===== config.mk =====
export PLATFORM = sky130hd
export DESIGN_NAME = glitch_filter_bank_flat
export DESIGN_NICKNAME = d
export VERILOG_FILES = /design/src/rtl/glitch_filter_bank_if.sv /design/src/rtl/glitch_filter_bank_chan.sv /design/src/rtl/glitch_filter_bank.sv /design/src/flat_wrapper.sv
export SDC_FILE = /design/constraint.sdc
export NUM_CORES = 1
export LEC_CHECK = 0
export ABC_AREA = 1
export BUFFER_PORTS_ARGS = -buffer_cell sky130_fd_sc_hd__clkbuf_2
export CORE_UTILIZATION = 60
export DETAILED_ROUTE_END_ITERATION = 6
export PLACE_DENSITY = 0.83
export SLEW_MARGIN = 20
export SYNTH_ARGS = -nofsm -noshare
export SYNTH_HDL_FRONTEND = slang
export SYNTH_SLANG_ARGS = --single-unit

===== constraint.sdc =====
create_clock -name clk -period 2.7 [get_ports clk]
set_clock_uncertainty 0.05 [all_clocks]
set_input_delay 0.54 -clock clk [delete_from_list [all_inputs] [get_ports clk]]
set_output_delay 0.54 -clock clk [all_outputs]
set_load 0.005 [all_outputs]

===== src/rtl/glitch_filter_bank_if.sv =====
// ---------------------------------------------------------------------------
// glitch_filter_bank_if
//   Bundles every non-clock/reset signal of glitch_filter_bank.
//   master : drives raw inputs, thresholds, clears and mask (test/host side)
//   slave  : the filter bank itself, drives filtered levels, pulses, flags, irq
// Signals:
//   val_in    [N]  raw asynchronous inputs
//   samp_cond [1]  shared sampling strobe
//   thr_hi    [L]  rise threshold
//   thr_lo    [L]  fall threshold
//   clr_rise  [N]  clear sticky rise flags
//   clr_fall  [N]  clear sticky fall flags
//   irq_mask  [N]  per-channel interrupt enable
//   val       [N]  filtered level
//   rise/fall [N]  one-cycle transition pulses
//   evt_rise/evt_fall [N] sticky event flags
//   irq       [1]  registered interrupt
// ---------------------------------------------------------------------------
interface glitch_filter_bank_if #(
    parameter int N = 4,
    parameter int L = 4
);
    logic [N-1:0] val_in;
    logic         samp_cond;
    logic [L-1:0] thr_hi;
    logic [L-1:0] thr_lo;
    logic [N-1:0] clr_rise;
    logic [N-1:0] clr_fall;
    logic [N-1:0] irq_mask;
    logic [N-1:0] val;
    logic [N-1:0] rise;
    logic [N-1:0] fall;
    logic [N-1:0] evt_rise;
    logic [N-1:0] evt_fall;
    logic         irq;

    modport master (
        output val_in, samp_cond, thr_hi, thr_lo, clr_rise, clr_fall, irq_mask,
        input  val, rise, fall, evt_rise, evt_fall, irq
    );

    modport slave (
        input  val_in, samp_cond, thr_hi, thr_lo, clr_rise, clr_fall, irq_mask,
        output val, rise, fall, evt_rise, evt_fall, irq
    );
endinterface


===== src/rtl/glitch_filter_bank_chan.sv =====
// ---------------------------------------------------------------------------
// glitch_filter_chan
//   One filter channel: optional two-flop synchroniser, L-bit saturating
//   up/down counter, two-state level FSM with hysteresis thresholds, and
//   registered one-cycle rise/fall pulses.
// Ports:
//   clk, rst        clock, synchronous active-high reset
//   val_in          raw asynchronous input bit
//   samp_cond       counter step enable (used only when WITH_SAMP_COND=1)
//   thr_hi, thr_lo  rise / fall thresholds, compared against registered cnt
//   val             filtered level
//   rise, fall      registered one-cycle pulses, aligned with val change
//   rise_set        combinational: val goes 0->1 on the coming edge
//   fall_set        combinational: val goes 1->0 on the coming edge
// ---------------------------------------------------------------------------
module glitch_filter_chan #(
    parameter int L                 = 4,
    parameter bit RST_BIT           = 1'b1,
    parameter bit WITH_SYNCHRONIZER = 1'b1,
    parameter bit WITH_SAMP_COND    = 1'b0
) (
    input  logic         clk,
    input  logic         rst,
    input  logic         val_in,
    input  logic         samp_cond,
    input  logic [L-1:0] thr_hi,
    input  logic [L-1:0] thr_lo,
    output logic         val,
    output logic         rise,
    output logic         fall,
    output logic         rise_set,
    output logic         fall_set
);
    localparam logic [L-1:0] CNT_MAX = {L{1'b1}};
    localparam logic [L-1:0] CNT_RST = {L{RST_BIT}};

    typedef enum logic {
        ST_LOW  = 1'b0,
        ST_HIGH = 1'b1
    } state_t;

    localparam state_t ST_RST = RST_BIT ? ST_HIGH : ST_LOW;

    logic         smp;
    logic         step;
    logic [L-1:0] cnt_q, cnt_d;
    state_t       st_q, st_d;
    logic         rise_q, fall_q;

    // Synchroniser flops are deliberately left out of reset: they only carry
    // the external level and must keep sampling while the rest is held.
    generate
        if (WITH_SYNCHRONIZER) begin : g_sync
            logic sync1, sync2;
            always_ff @(posedge clk) begin
                sync1 <= val_in;
                sync2 <= sync1;
            end
            assign smp = sync2;
        end else begin : g_direct
            assign smp = val_in;
        end
    endgenerate

    assign step = WITH_SAMP_COND ? samp_cond : 1'b1;

    // Saturating counter: never wraps in either direction.
    always_comb begin
        cnt_d = cnt_q;
        if (step) begin
            if (smp && (cnt_q != CNT_MAX))
                cnt_d = cnt_q + 1'b1;
            else if (!smp && (cnt_q != '0))
                cnt_d = cnt_q - 1'b1;
        end
    end

    // Level FSM evaluates the registered count, so a threshold change is
    // seen on the very next edge. Only one transition per state, so even an
    // inverted threshold pair (thr_lo >= thr_hi) toggles at most once a cycle.
    always_comb begin
        st_d     = st_q;
        rise_set = 1'b0;
        fall_set = 1'b0;
        case (st_q)
            ST_LOW: begin
                if (cnt_q >= thr_hi) begin
                    st_d     = ST_HIGH;
                    rise_set = 1'b1;
                end
            end
            ST_HIGH: begin
                if (cnt_q <= thr_lo) begin
                    st_d     = ST_LOW;
                    fall_set = 1'b1;
                end
            end
            default: st_d = ST_RST;
        endcase
    end

    always_ff @(posedge clk) begin
        if (rst) begin
            cnt_q  <= CNT_RST;
            st_q   <= ST_RST;
            rise_q <= 1'b0;
            fall_q <= 1'b0;
        end else begin
            cnt_q  <= cnt_d;
            st_q   <= st_d;
            rise_q <= rise_set;
            fall_q <= fall_set;
        end
    end

    assign val  = (st_q == ST_HIGH);
    assign rise = rise_q;
    assign fall = fall_q;
endmodule


===== src/rtl/glitch_filter_bank.sv =====
// ---------------------------------------------------------------------------
// glitch_filter_bank
//   N independent debounce/glitch filter channels with hysteresis, plus
//   sticky per-channel event flags and a masked, registered interrupt.
// Ports:
//   clk   sole clock, rising edge
//   rst   synchronous active-high reset
//   bus   glitch_filter_bank_if.slave: raw inputs, thresholds, clears, mask
//         in; filtered levels, pulses, sticky flags, irq out
// ---------------------------------------------------------------------------
module glitch_filter_bank #(
    parameter int           N                 = 4,
    parameter int           L                 = 4,
    parameter logic [N-1:0] RST_VAL           = {N{1'b1}},
    parameter bit           WITH_SYNCHRONIZER = 1'b1,
    parameter bit           WITH_SAMP_COND    = 1'b0
) (
    input logic                 clk,
    input logic                 rst,
    glitch_filter_bank_if.slave bus
);
    logic [N-1:0] val_w, rise_w, fall_w;
    logic [N-1:0] rise_set, fall_set;
    logic [N-1:0] evt_rise_q, evt_fall_q;
    logic         irq_q;

    generate
        for (genvar i = 0; i < N; i++) begin : g_chan
            glitch_filter_chan #(
                .L                 (L),
                .RST_BIT           (RST_VAL[i]),
                .WITH_SYNCHRONIZER (WITH_SYNCHRONIZER),
                .WITH_SAMP_COND    (WITH_SAMP_COND)
            ) u_chan (
                .clk       (clk),
                .rst       (rst),
                .val_in    (bus.val_in[i]),
                .samp_cond (bus.samp_cond),
                .thr_hi    (bus.thr_hi),
                .thr_lo    (bus.thr_lo),
                .val       (val_w[i]),
                .rise      (rise_w[i]),
                .fall      (fall_w[i]),
                .rise_set  (rise_set[i]),
                .fall_set  (fall_set[i])
            );
        end
    endgenerate

    // Flags are set from the channel's next-edge transition so they land on
    // the same edge as the pulse; set has priority over a same-cycle clear.
    // irq looks at the flags as they stand, giving one cycle of latency.
    always_ff @(posedge clk) begin
        if (rst) begin
            evt_rise_q <= '0;
            evt_fall_q <= '0;
            irq_q      <= 1'b0;
        end else begin
            evt_rise_q <= (evt_rise_q & ~bus.clr_rise) | rise_set;
            evt_fall_q <= (evt_fall_q & ~bus.clr_fall) | fall_set;
            irq_q      <= |((evt_rise_q | evt_fall_q) & bus.irq_mask);
        end
    end

    assign bus.val      = val_w;
    assign bus.rise     = rise_w;
    assign bus.fall     = fall_w;
    assign bus.evt_rise = evt_rise_q;
    assign bus.evt_fall = evt_fall_q;
    assign bus.irq      = irq_q;
endmodule


===== src/flat_wrapper.sv =====
// flat-port wrapper written by rule: the top's interface ports become plain ports
module glitch_filter_bank_flat 
#(
    parameter int           N                 = 4,
    parameter int           L                 = 4,
    parameter logic [N-1:0] RST_VAL           = {N{1'b1}},
    parameter bit           WITH_SYNCHRONIZER = 1'b1,
    parameter bit           WITH_SAMP_COND    = 1'b0
)
  (clk, rst, bus_val_in, bus_samp_cond, bus_thr_hi, bus_thr_lo, bus_clr_rise, bus_clr_fall, bus_irq_mask, bus_val, bus_rise, bus_fall, bus_evt_rise, bus_evt_fall, bus_irq);
  glitch_filter_bank_if #(.N(N), .L(L)) bus_i ();
  input logic clk;
  input logic rst;
  input wire logic [$bits(bus_i.val_in)-1:0] bus_val_in;
  input wire logic [$bits(bus_i.samp_cond)-1:0] bus_samp_cond;
  input wire logic [$bits(bus_i.thr_hi)-1:0] bus_thr_hi;
  input wire logic [$bits(bus_i.thr_lo)-1:0] bus_thr_lo;
  input wire logic [$bits(bus_i.clr_rise)-1:0] bus_clr_rise;
  input wire logic [$bits(bus_i.clr_fall)-1:0] bus_clr_fall;
  input wire logic [$bits(bus_i.irq_mask)-1:0] bus_irq_mask;
  output wire logic [$bits(bus_i.val)-1:0] bus_val;
  output wire logic [$bits(bus_i.rise)-1:0] bus_rise;
  output wire logic [$bits(bus_i.fall)-1:0] bus_fall;
  output wire logic [$bits(bus_i.evt_rise)-1:0] bus_evt_rise;
  output wire logic [$bits(bus_i.evt_fall)-1:0] bus_evt_fall;
  output wire logic [$bits(bus_i.irq)-1:0] bus_irq;
  assign bus_i.val_in = bus_val_in;
  assign bus_i.samp_cond = bus_samp_cond;
  assign bus_i.thr_hi = bus_thr_hi;
  assign bus_i.thr_lo = bus_thr_lo;
  assign bus_i.clr_rise = bus_clr_rise;
  assign bus_i.clr_fall = bus_clr_fall;
  assign bus_i.irq_mask = bus_irq_mask;
  assign bus_val = bus_i.val;
  assign bus_rise = bus_i.rise;
  assign bus_fall = bus_i.fall;
  assign bus_evt_rise = bus_i.evt_rise;
  assign bus_evt_fall = bus_i.evt_fall;
  assign bus_irq = bus_i.irq;
  glitch_filter_bank #(.N(N), .L(L), .RST_VAL(RST_VAL), .WITH_SYNCHRONIZER(WITH_SYNCHRONIZER), .WITH_SAMP_COND(WITH_SAMP_COND)) u_core (.clk(clk), .rst(rst), .bus(bus_i));
endmodule

# Yosys cells after proc, flatten, opt, wreduce, memory -nomap -nowiden
# Cells that the tools add are included.
op_classes:
  n_addsub: 8
  magnitude_cmp: 8
  mux: 32
  bitwise_logic: 12
  n_eq_ne: 4
  n_reduce_logical: 21
ops:
  columns: ["operator", "count"]
  rows:
  - ["$mux W4", 8]
  - ["$mux W1", 20]
  - ["$add A4 B1 Y4 const B", 4]
  - ["$ge A4 B4 Y1", 4]
  - ["$le A4 B4 Y1", 4]
  - ["$ne A4 B4 Y1 const B", 4]
  - ["$reduce_bool A4 Y1", 4]
  - ["$sub A4 B1 Y4 const B", 4]
  - ["$and A4 B4 Y4", 3]
  - ["$or A4 B4 Y4", 3]
  - ["$logic_and A1 B1 Y1", 8]
  - ["$not A4 Y4", 2]
  - ["$pmux W1 S2", 4]
  - ["$reduce_bool A2 Y1", 4]
  - ["$logic_not A1 Y1", 4]
  - ["$not A1 Y1", 4]
  - ["$reduce_or A4 Y1", 1]
totals:
  elab_cells: 112
  out_inout_bits: 21
  reg_bits: 45
  in_bits: 27

# Depth between registers and ports, before layout
# Gate-level depths: netlist of the first run.
depth:
  word_depth: 4
  depth_mapped: 10

# Hierarchy
# A second synthesis of the first run with hierarchy kept.
unflattened:
  hier_cells: 374
  area_unflattened_um2: 2817.7
by_module_without_submodules:
  columns: ["mod", "area_per_inst_um2", "n_inst", "cells_per_inst", "seq_area_each_um2"]
  rows:
  - ["glitch_filter_chan", 624.3, 4, 83, 180.2]
  - ["glitch_filter_bank", 320.3, 1, 42, 180.2]

# Least setup slack after synthesis of the first run
# OpenSTA, ideal clock, no wires.
synth_path:
  path_kind: "flip-flop to flip-flop"
  startpoint: "register u_core.g_chan[1].u_chan.cnt_q[1]"
  endpoint: "register u_core.g_chan[1].u_chan.cnt_q[3]"
  t_arrival_ps: 1466
  path_stages_with_launch: 10
  required_ps: 2528
  path_buffers: 0
  slack_ps: 1062
  setup_time_ps: 122
  period_less_slack_ps: 1638
  cell_sequence: "dfxtp_1 > nand2_2 > o21ai_4 > ha_1 > nand2_1 > nand2_1 > nor2_1 > nand2_1 > nand4_1 > nand3_1"
synth_between:
  elab_chain_cells: 3
synth_lines:
  columns: ["item", "line", "source"]
  rows:
  - ["start, declared", "glitch_filter_bank_chan.sv:46", "logic [L-1:0] cnt_q, cnt_d;"]
  - ["start signal, assigned", "glitch_filter_bank_chan.sv:109", "cnt_q <= cnt_d;"]
  - ["$sub A4 B1 Y4 (tied with other cells)", "glitch_filter_bank_chan.sv:74", "cnt_d = cnt_q - 1'b1;"]
  - ["$mux W4 (tied with other cells)", "glitch_filter_bank_chan.sv:73", "else if (!smp && (cnt_q != '0))"]
  - ["$mux W4 or $reduce_bool A2 Y1 (tied branches)", null, null]
# Several ways; a longest one is shown, not always the timed one. The select of a mux whose other input is x is not followed.
# A chain may end at the register's enable or synchronous reset.

# Worst setup path after layout of the first run
# Same ends and word-level chain as after synthesis.

==> results.sh, run 1 <==
export IMPL_status="finished, final reports clean"
export IMPL_rows=24
export IMPL_path_clk_slew_ps=80
export IMPL_cts_made_buffers=5
export IMPL_synthArstFlopShare_pct=0
export IMPL_die_y_um=69.7
export IMPL_io_pins=48
export IMPL_cts_buffer_depth=2
export IMPL_irDropWorstVdd_mv=0.484
export IMPL_gp_congestion=0.850
export IMPL_synth_edf_count=0
export IMPL_grt_pass1_wl_mm=8.64
export IMPL_final_nets=460
export IMPL_postCtsResizedCells=0
export IMPL_slew_violations=0
export IMPL_synthToLayoutAreaGrowth_pct=11.1
export IMPL_first_global_vias=2123
export IMPL_cp_start_kind="register"
export IMPL_grt_max_degree=16
export IMPL_synth_warnings=0
export IMPL_drive_gt1_share_pct=17.7
export IMPL_cts_tree="yes"
export IMPL_r2r_start="u_core.g_chan[1].u_chan.cnt_q[1]"
export IMPL_detail_route_antenna_nets=0
export IMPL_layout_min_cycle_time_ps=1860
export IMPL_portBuffers=46
export IMPL_postCtsSetupBuffers=0
export IMPL_drc=0
export IMPL_fin_hold_ws_ps=281
export IMPL_wl_per_cell_um=11.1
export IMPL_synthFlopType="dfxtp_1"
export IMPL_routed_via_density=5.24
export IMPL_core_area_um2=4380
export IMPL_crit_path_end_kind="register"
export IMPL_multi_input_area_um2=1570
export IMPL_firstDrtPassIters=4
export IMPL_grt_busiest_layer="met2"
export IMPL_dp_cells=434
export IMPL_grt_overflow=0
export IMPL_crit_start="u_core.g_chan[1].u_chan.cnt_q[1]"
export IMPL_start_util_pct=62.8
export IMPL_track_usage_pct=22.2
export IMPL_synth_nets=420
export IMPL_fp_dieW_um=69.7
export IMPL_p_per_area_nw_per_um2=1020
export IMPL_min_path_type="register to register"
export IMPL_wl_mm=4.92
export IMPL_finalWorstSetupSlack_ps=839
export IMPL_cap_violations=0
export IMPL_filler_cell_count=345
export IMPL_grt_setup_unrepaired="false"
export IMPL_dieArea_um2=4860
export IMPL_grt_util_met3_pct=5.09
export IMPL_ctsRootBufferMaster="clkbuf_8"
export IMPL_required_ps=2890
export IMPL_finalNonFillerCells=442
export IMPL_yosys_register_bits=45
export IMPL_avgSynthCellArea_um2=7.88
export IMPL_via_count=2318
export IMPL_syn_inst=349
export IMPL_setup_worst_path_class="register to register"
export IMPL_worst_slew_pin_slew_ps=382
export IMPL_min_delay_start="u_core.g_chan[0].u_chan.g_sync.sync1"
export IMPL_antenna_found_initial=0
export IMPL_grt_met1_usage_pct=27.8
export IMPL_cts_hold_buf=0
export IMPL_setup_viol=0
export IMPL_synth_cell_area_um2=2750
export IMPL_n_antenna_cell=0
export IMPL_yosysSeqAreaShare_pct=32.7
export IMPL_drt_iter0_markers=101
export IMPL_htreeDepth=2
export IMPL_totalNegativeSetupSlack_ps=0
export IMPL_fin_util_pct=69.7
export IMPL_max_slew_margin_rel_pct=74.3
export IMPL_fmax_mhz=537
export IMPL_clock_latency_ps=300
export IMPL_hpwl_mm=3.97
export IMPL_p_leak_nw=1.69
export IMPL_place_ws_ps=830
export IMPL_post_route_period_util_pct=68.9
export IMPL_seq_area_um2=901
export IMPL_cp_max_fo=6
export IMPL_clkSinkCount=45
export IMPL_finalHoldViolCount=0
export IMPL_use_met2_pct=37.5
export IMPL_arrival_ps=2050
export IMPL_synth_distinct_cells=23
routing by layer:
layer  vias up  share of wire (%)
li1       1216                  -
met2        66                 45
met4         0                1.4
met3         6                5.5
met5         -                  0
met1      1030                 48
synthesized netlist by cell type, types with 2 or more instances:
cell | instances | area [µm²]
nor2_1 | 20 | 75.1
nand2_2 | 4 | 25.0
buf_4 | 12 | 90.1
xor2_1 | 4 | 35.0
a21boi_0 | 2 | 15.0
o211ai_1 | 2 | 15.0
inv_2 | 2 | 7.51
a21oi_1 | 15 | 75.1
o21ai_4 | 3 | 48.8
nand4_1 | 10 | 62.6
nand2_1 | 81 | 304
inv_1 | 44 | 165
o21ai_0 | 11 | 55.1
nand3b_1 | 8 | 60.1
nand2_4 | 2 | 22.5
nand3_1 | 33 | 165
dfxtp_1 | 45 | 901
fa_1 | 4 | 80.1
buf_2 | 2 | 10.0
o21ai_2 | 3 | 26.3
ha_1 | 40 | 500
layout make-up:
type                       count  area share (%)
clock inverter                 1           0.164
sequential                    45            29.5
multi-input combinational    243            51.5
tap                           52            2.13
timing repair buffer          47            7.78
inverter                      47            5.77
clock buffer                   7            3.15
path summary, 6_finish.rpt:
| path | to | slack [ps] | cells after the start |
|---|---|---|---|
| setup reg to reg | u_core.g_chan[1].u_chan.cnt_q[3] | 840 | 10 |
| hold reg to reg | u_core.g_chan[0].u_chan.g_sync.sync2 | 280 | 0 |
| setup / recovery | u_core.g_chan[1].u_chan.cnt_q[3] | 840 | 10 |
| hold / removal | u_core.g_chan[0].u_chan.g_sync.sync2 | 280 | 0 |
registers in the layout (all words and copies together) (netlist names):
name	count
u_core.g_chan.u_chan.rise	4
u_core.g_chan.u_chan.fall	4
u_core.bus.evt_fall	4
u_core.g_chan.u_chan.g_sync.sync2	4
u_core.bus.evt_rise	4
u_core.bus.irq	1
u_core.g_chan.u_chan.val	4
u_core.g_chan.u_chan.cnt_q	16
u_core.g_chan.u_chan.g_sync.sync1	4
cells by family (layout without fill, tap and decap cells):
| group | count (synthesis) | after routing | synth area share (%) |
|---|---|---|---|
| xor+xnor | 4 | 4 | 1.27 |
| flops | 45 | 45 | 32.7 |
| simple gates | 158 | 158 | 26.0 |
| fa+ha+maj | 44 | 44 | 21.1 |
| buf+inv | 61 | 102 | 10.1 |
| compound gates | 37 | 37 | 8.87 |
through the flow:
stage | total power (W) | instance area [µm²]
floorplan | 0.00235 | 2750
global placement | 0.00259 | 2950
detailed placement | 0.00268 | 2950
CTS | 0.00313 | 3060
global route | 0.00347 | 3060
finish | 0.00312 | 3060
critical path, cell delays in order, from the launching register on:
cell     delay [ps]
dfxtp_1         490
nand2_2         130
o21ai_4         260
ha_1            320
nand2_1         100
nand2_1          50
nor2_1          100
nand2_1          80
nand3_1          80
nand2_1          60
nand3_1          80
where the power goes:
group	switching [W]	leakage (nW)	internal (W)	total (W)
Clock	0.000217	0.0542	0.000231	0.000448
Combinational	0.000869	1.26	0.000671	0.00154
Sequential	0.000248	0.375	0.000883	0.00113
Total	0.00133	1.69	0.00179	0.00312
layout by cell type (no fill, tap or decap), drive strengths merged:
cell type / Yosys / layout
a21boi: 2 / 2
a21oi: 15 / 15
a41oi: 1 / 1
buf: 14 / 1
clkbuf: 0 / 53
clkinv: 1 / 2
dfxtp: 45 / 45
fa: 4 / 4
ha: 40 / 40
inv: 46 / 46
nand2: 87 / 87
nand3: 33 / 33
nand3b: 8 / 8
nand4: 10 / 10
nor2: 20 / 20
o211ai: 2 / 2
o21ai: 17 / 17
xor2: 4 / 4
No activity file was read; power rests on OpenSTA's default activity.
==> inputs of run 2 (changes only) <==
CORE_UTILIZATION = 56   (was 60)
PLACE_DENSITY = 0.78   (was 0.83)
clock period = 1.8 ns   (was 2.7 ns; I/O delays follow)
==> run 2 against run 1 <==
Global-route usage shrank 0.16 points. Clock-buffer cell count is 1 higher. Highest routed layer unchanged. Critical path type unchanged. Critical path depth decreased by 1. Largest cell class unchanged. Critical endpoint is now u_core.g_chan[0].u_chan.cnt_q[3].
==> results.sh, run 2 (same netlist as run 1, synthesis figures left out) <==
export IMPL_n_antenna_cell=0
export IMPL_die_y_um=72.1
export IMPL_cp_start_kind="register"
export IMPL_synthToLayoutAreaGrowth_pct=16.2
export IMPL_gp_congestion=0.866
export IMPL_cap_violations=0
export IMPL_rows=25
export IMPL_htreeDepth=2
export IMPL_fin_hold_ws_ps=111
export IMPL_firstDrtPassIters=4
export IMPL_routed_via_density=5.02
export IMPL_slowest_stage="dfxtp_1"
export IMPL_core_area_um2=4720
export IMPL_cp_common_cell="nand3_1"
export IMPL_cts_hold_buf=0
export IMPL_p_per_area_nw_per_um2=1520
export IMPL_grt_met1_usage_pct=28.4
export IMPL_reg2regPathDepth=9
export IMPL_regMostFlops="u_core.g_chan.u_chan.cnt_q"
export IMPL_fmax_mhz=610
export IMPL_power_w=0.00486
export IMPL_track_usage_pct=22.0
export IMPL_drc=0
export IMPL_arrival_ps=1750
export IMPL_fp_dieW_um=72.1
export IMPL_setup_viol=0
export IMPL_detail_route_antenna_nets=0
export IMPL_min_path_type="input pin to register"
export IMPL_critPathBufInv=0
export IMPL_required_ps=1910
export IMPL_slew_violations=0
export IMPL_grt_pass1_wl_mm=8.96
export IMPL_drive_gt1_share_pct=21.6
export IMPL_min_delay_start="bus_val_in[1]"
export IMPL_grt_busiest_layer="met2"
export IMPL_min_path_cells=1
export IMPL_p_leak_nw=1.76
export IMPL_r2r_start="u_core.g_chan[0].u_chan.cnt_q[2]"
export IMPL_wl_per_cell_um=11.0
export IMPL_antenna_found_initial=0
export IMPL_io_pins=48
export IMPL_cp_max_fo=4
export IMPL_grt_util_met3_pct=4.58
export IMPL_setup_worst_path_class="register to register"
export IMPL_cts_buffer_depth=2
export IMPL_largest_register_ffs=16
export IMPL_via_count=2386
export IMPL_portBuffers=46
export IMPL_totalNegativeSetupSlack_ps=0
export IMPL_hold_end="u_core.g_chan[1].u_chan.g_sync.sync1"
export IMPL_final_common_cell="nand2_1"
export IMPL_postCtsSetupBuffers=0
export IMPL_grt_max_degree=17
export IMPL_finalHoldViolCount=0
export IMPL_rrSetupSlack_ps=160
export IMPL_cts_made_buffers=5
export IMPL_max_slew_margin_rel_pct=67.9
export IMPL_hpwl_mm=4.21
export IMPL_r2r_end="u_core.g_chan[0].u_chan.cnt_q[3]"
export IMPL_dieArea_um2=5200
export IMPL_ctsRootBufferMaster="clkbuf_8"
export IMPL_wl_mm=5.25
export IMPL_cp_cell_sequence="nand2_1, o21ai_4, ha_1, nand3_1, nand3_1, nand2_1, nand3_1, nand2_1, nand3_1"
export IMPL_worst_slew_pin_slew_ps=479
export IMPL_post_route_period_util_pct=91.1
export IMPL_use_met2_pct=36.8
export IMPL_first_global_vias=2104
export IMPL_grt_overflow=0
export IMPL_path_clk_slew_ps=80
export IMPL_grt_setup_unrepaired="true"
export IMPL_drt_iter0_markers=145
export IMPL_irDropWorstVdd_mv=0.833
export IMPL_final_nets=478
export IMPL_crit_path_end_kind="register"
export IMPL_dp_cells=467
export IMPL_clkSinkCount=45
export IMPL_start_util_pct=58.3
export IMPL_cpPeakStageDelay_ps=330
export IMPL_cts_tree="yes"
export IMPL_cp_top_family="simple AND/OR/NAND/NOR gates"
export IMPL_layout_min_cycle_time_ps=1640
export IMPL_mostFrequentLayoutCells="nand2_1, clkbuf_2, inv_1"
export IMPL_finalNonFillerCells=475
export IMPL_clock_latency_ps=290
export IMPL_status="finished, final reports clean"
## run 2: changes by cell type in the layout (fill, tap and decap cells not counted), moves of 2 or more
cell,previous run,this run
buf_4,1,19
clkbuf_1,0,3
clkbuf_8,7,5
dfxtp_1,45,42
dfxtp_2,0,2
## run 2: layout make-up
cell class / instances / area, µm²
flip-flops and latches: 45 / 907
repair buffers: 65 / 373
fillers: 396 / 1530
clock buffers: 8 / 80.1
well taps: 67 / 83.8
inverters: 47 / 176
multi-input cells: 243 / 1580
## run 2: how the worst max path moves through the flow
stage                                     start                               end  cells past startpoint
3_3_place_gp                      bus_thr_hi[1]            u_core.bus.evt_rise[1]                      8
6_report       u_core.g_chan[0].u_chan.cnt_q[2]  u_core.g_chan[0].u_chan.cnt_q[3]                      9
5_1_grt        u_core.g_chan[0].u_chan.cnt_q[1]  u_core.g_chan[0].u_chan.cnt_q[3]                      9
4_1_cts        u_core.g_chan[0].u_chan.cnt_q[0]  u_core.g_chan[0].u_chan.cnt_q[3]                      9
3_5_place_dp   u_core.g_chan[0].u_chan.cnt_q[0]  u_core.g_chan[0].u_chan.cnt_q[3]                      9
2_1_floorplan  u_core.g_chan[1].u_chan.cnt_q[1]  u_core.g_chan[1].u_chan.cnt_q[3]                      9
## run 2: through the flow
step / util, % / cell area (µm²) / setup slack (ps)
3_3_place_gp: 65.8 / 3110 / 165
4_1_cts: 67.5 / 3190 / 60.6
3_5_place_dp: 65.8 / 3110 / 126
2_1_floorplan: - / 2750 / 162
6_report: 67.7 / 3200 / 160
5_1_grt: 67.7 / 3200 / -19.9
## run 2: power breakdown
part / internal [W] / total, W / leakage, nW / switching, W
Combinational: 0.00121 / 0.00275 / 1.35 / 0.00154
Sequential: 0.00133 / 0.00153 / 0.374 / 0.000197
Clock: 0.000276 / 0.000583 / 0.0395 / 0.000307
Total: 0.00281 / 0.00486 / 1.76 / 0.00204
## run 2: layer usage
layer	wire [µm]	share of wire (%)	up-vias
li1	-	-	1257
met1	2540	48	1053
met2	2370	45	70
met3	286	5.4	6
met4	58	1.1	0
met5	0	0	-
## run 2: timing repair
item / CTS / global route
endpoints found under the setup margin: 0 / 7
gates resized for setup: 0 / 5
endpoints found under the hold margin: 0 / 0
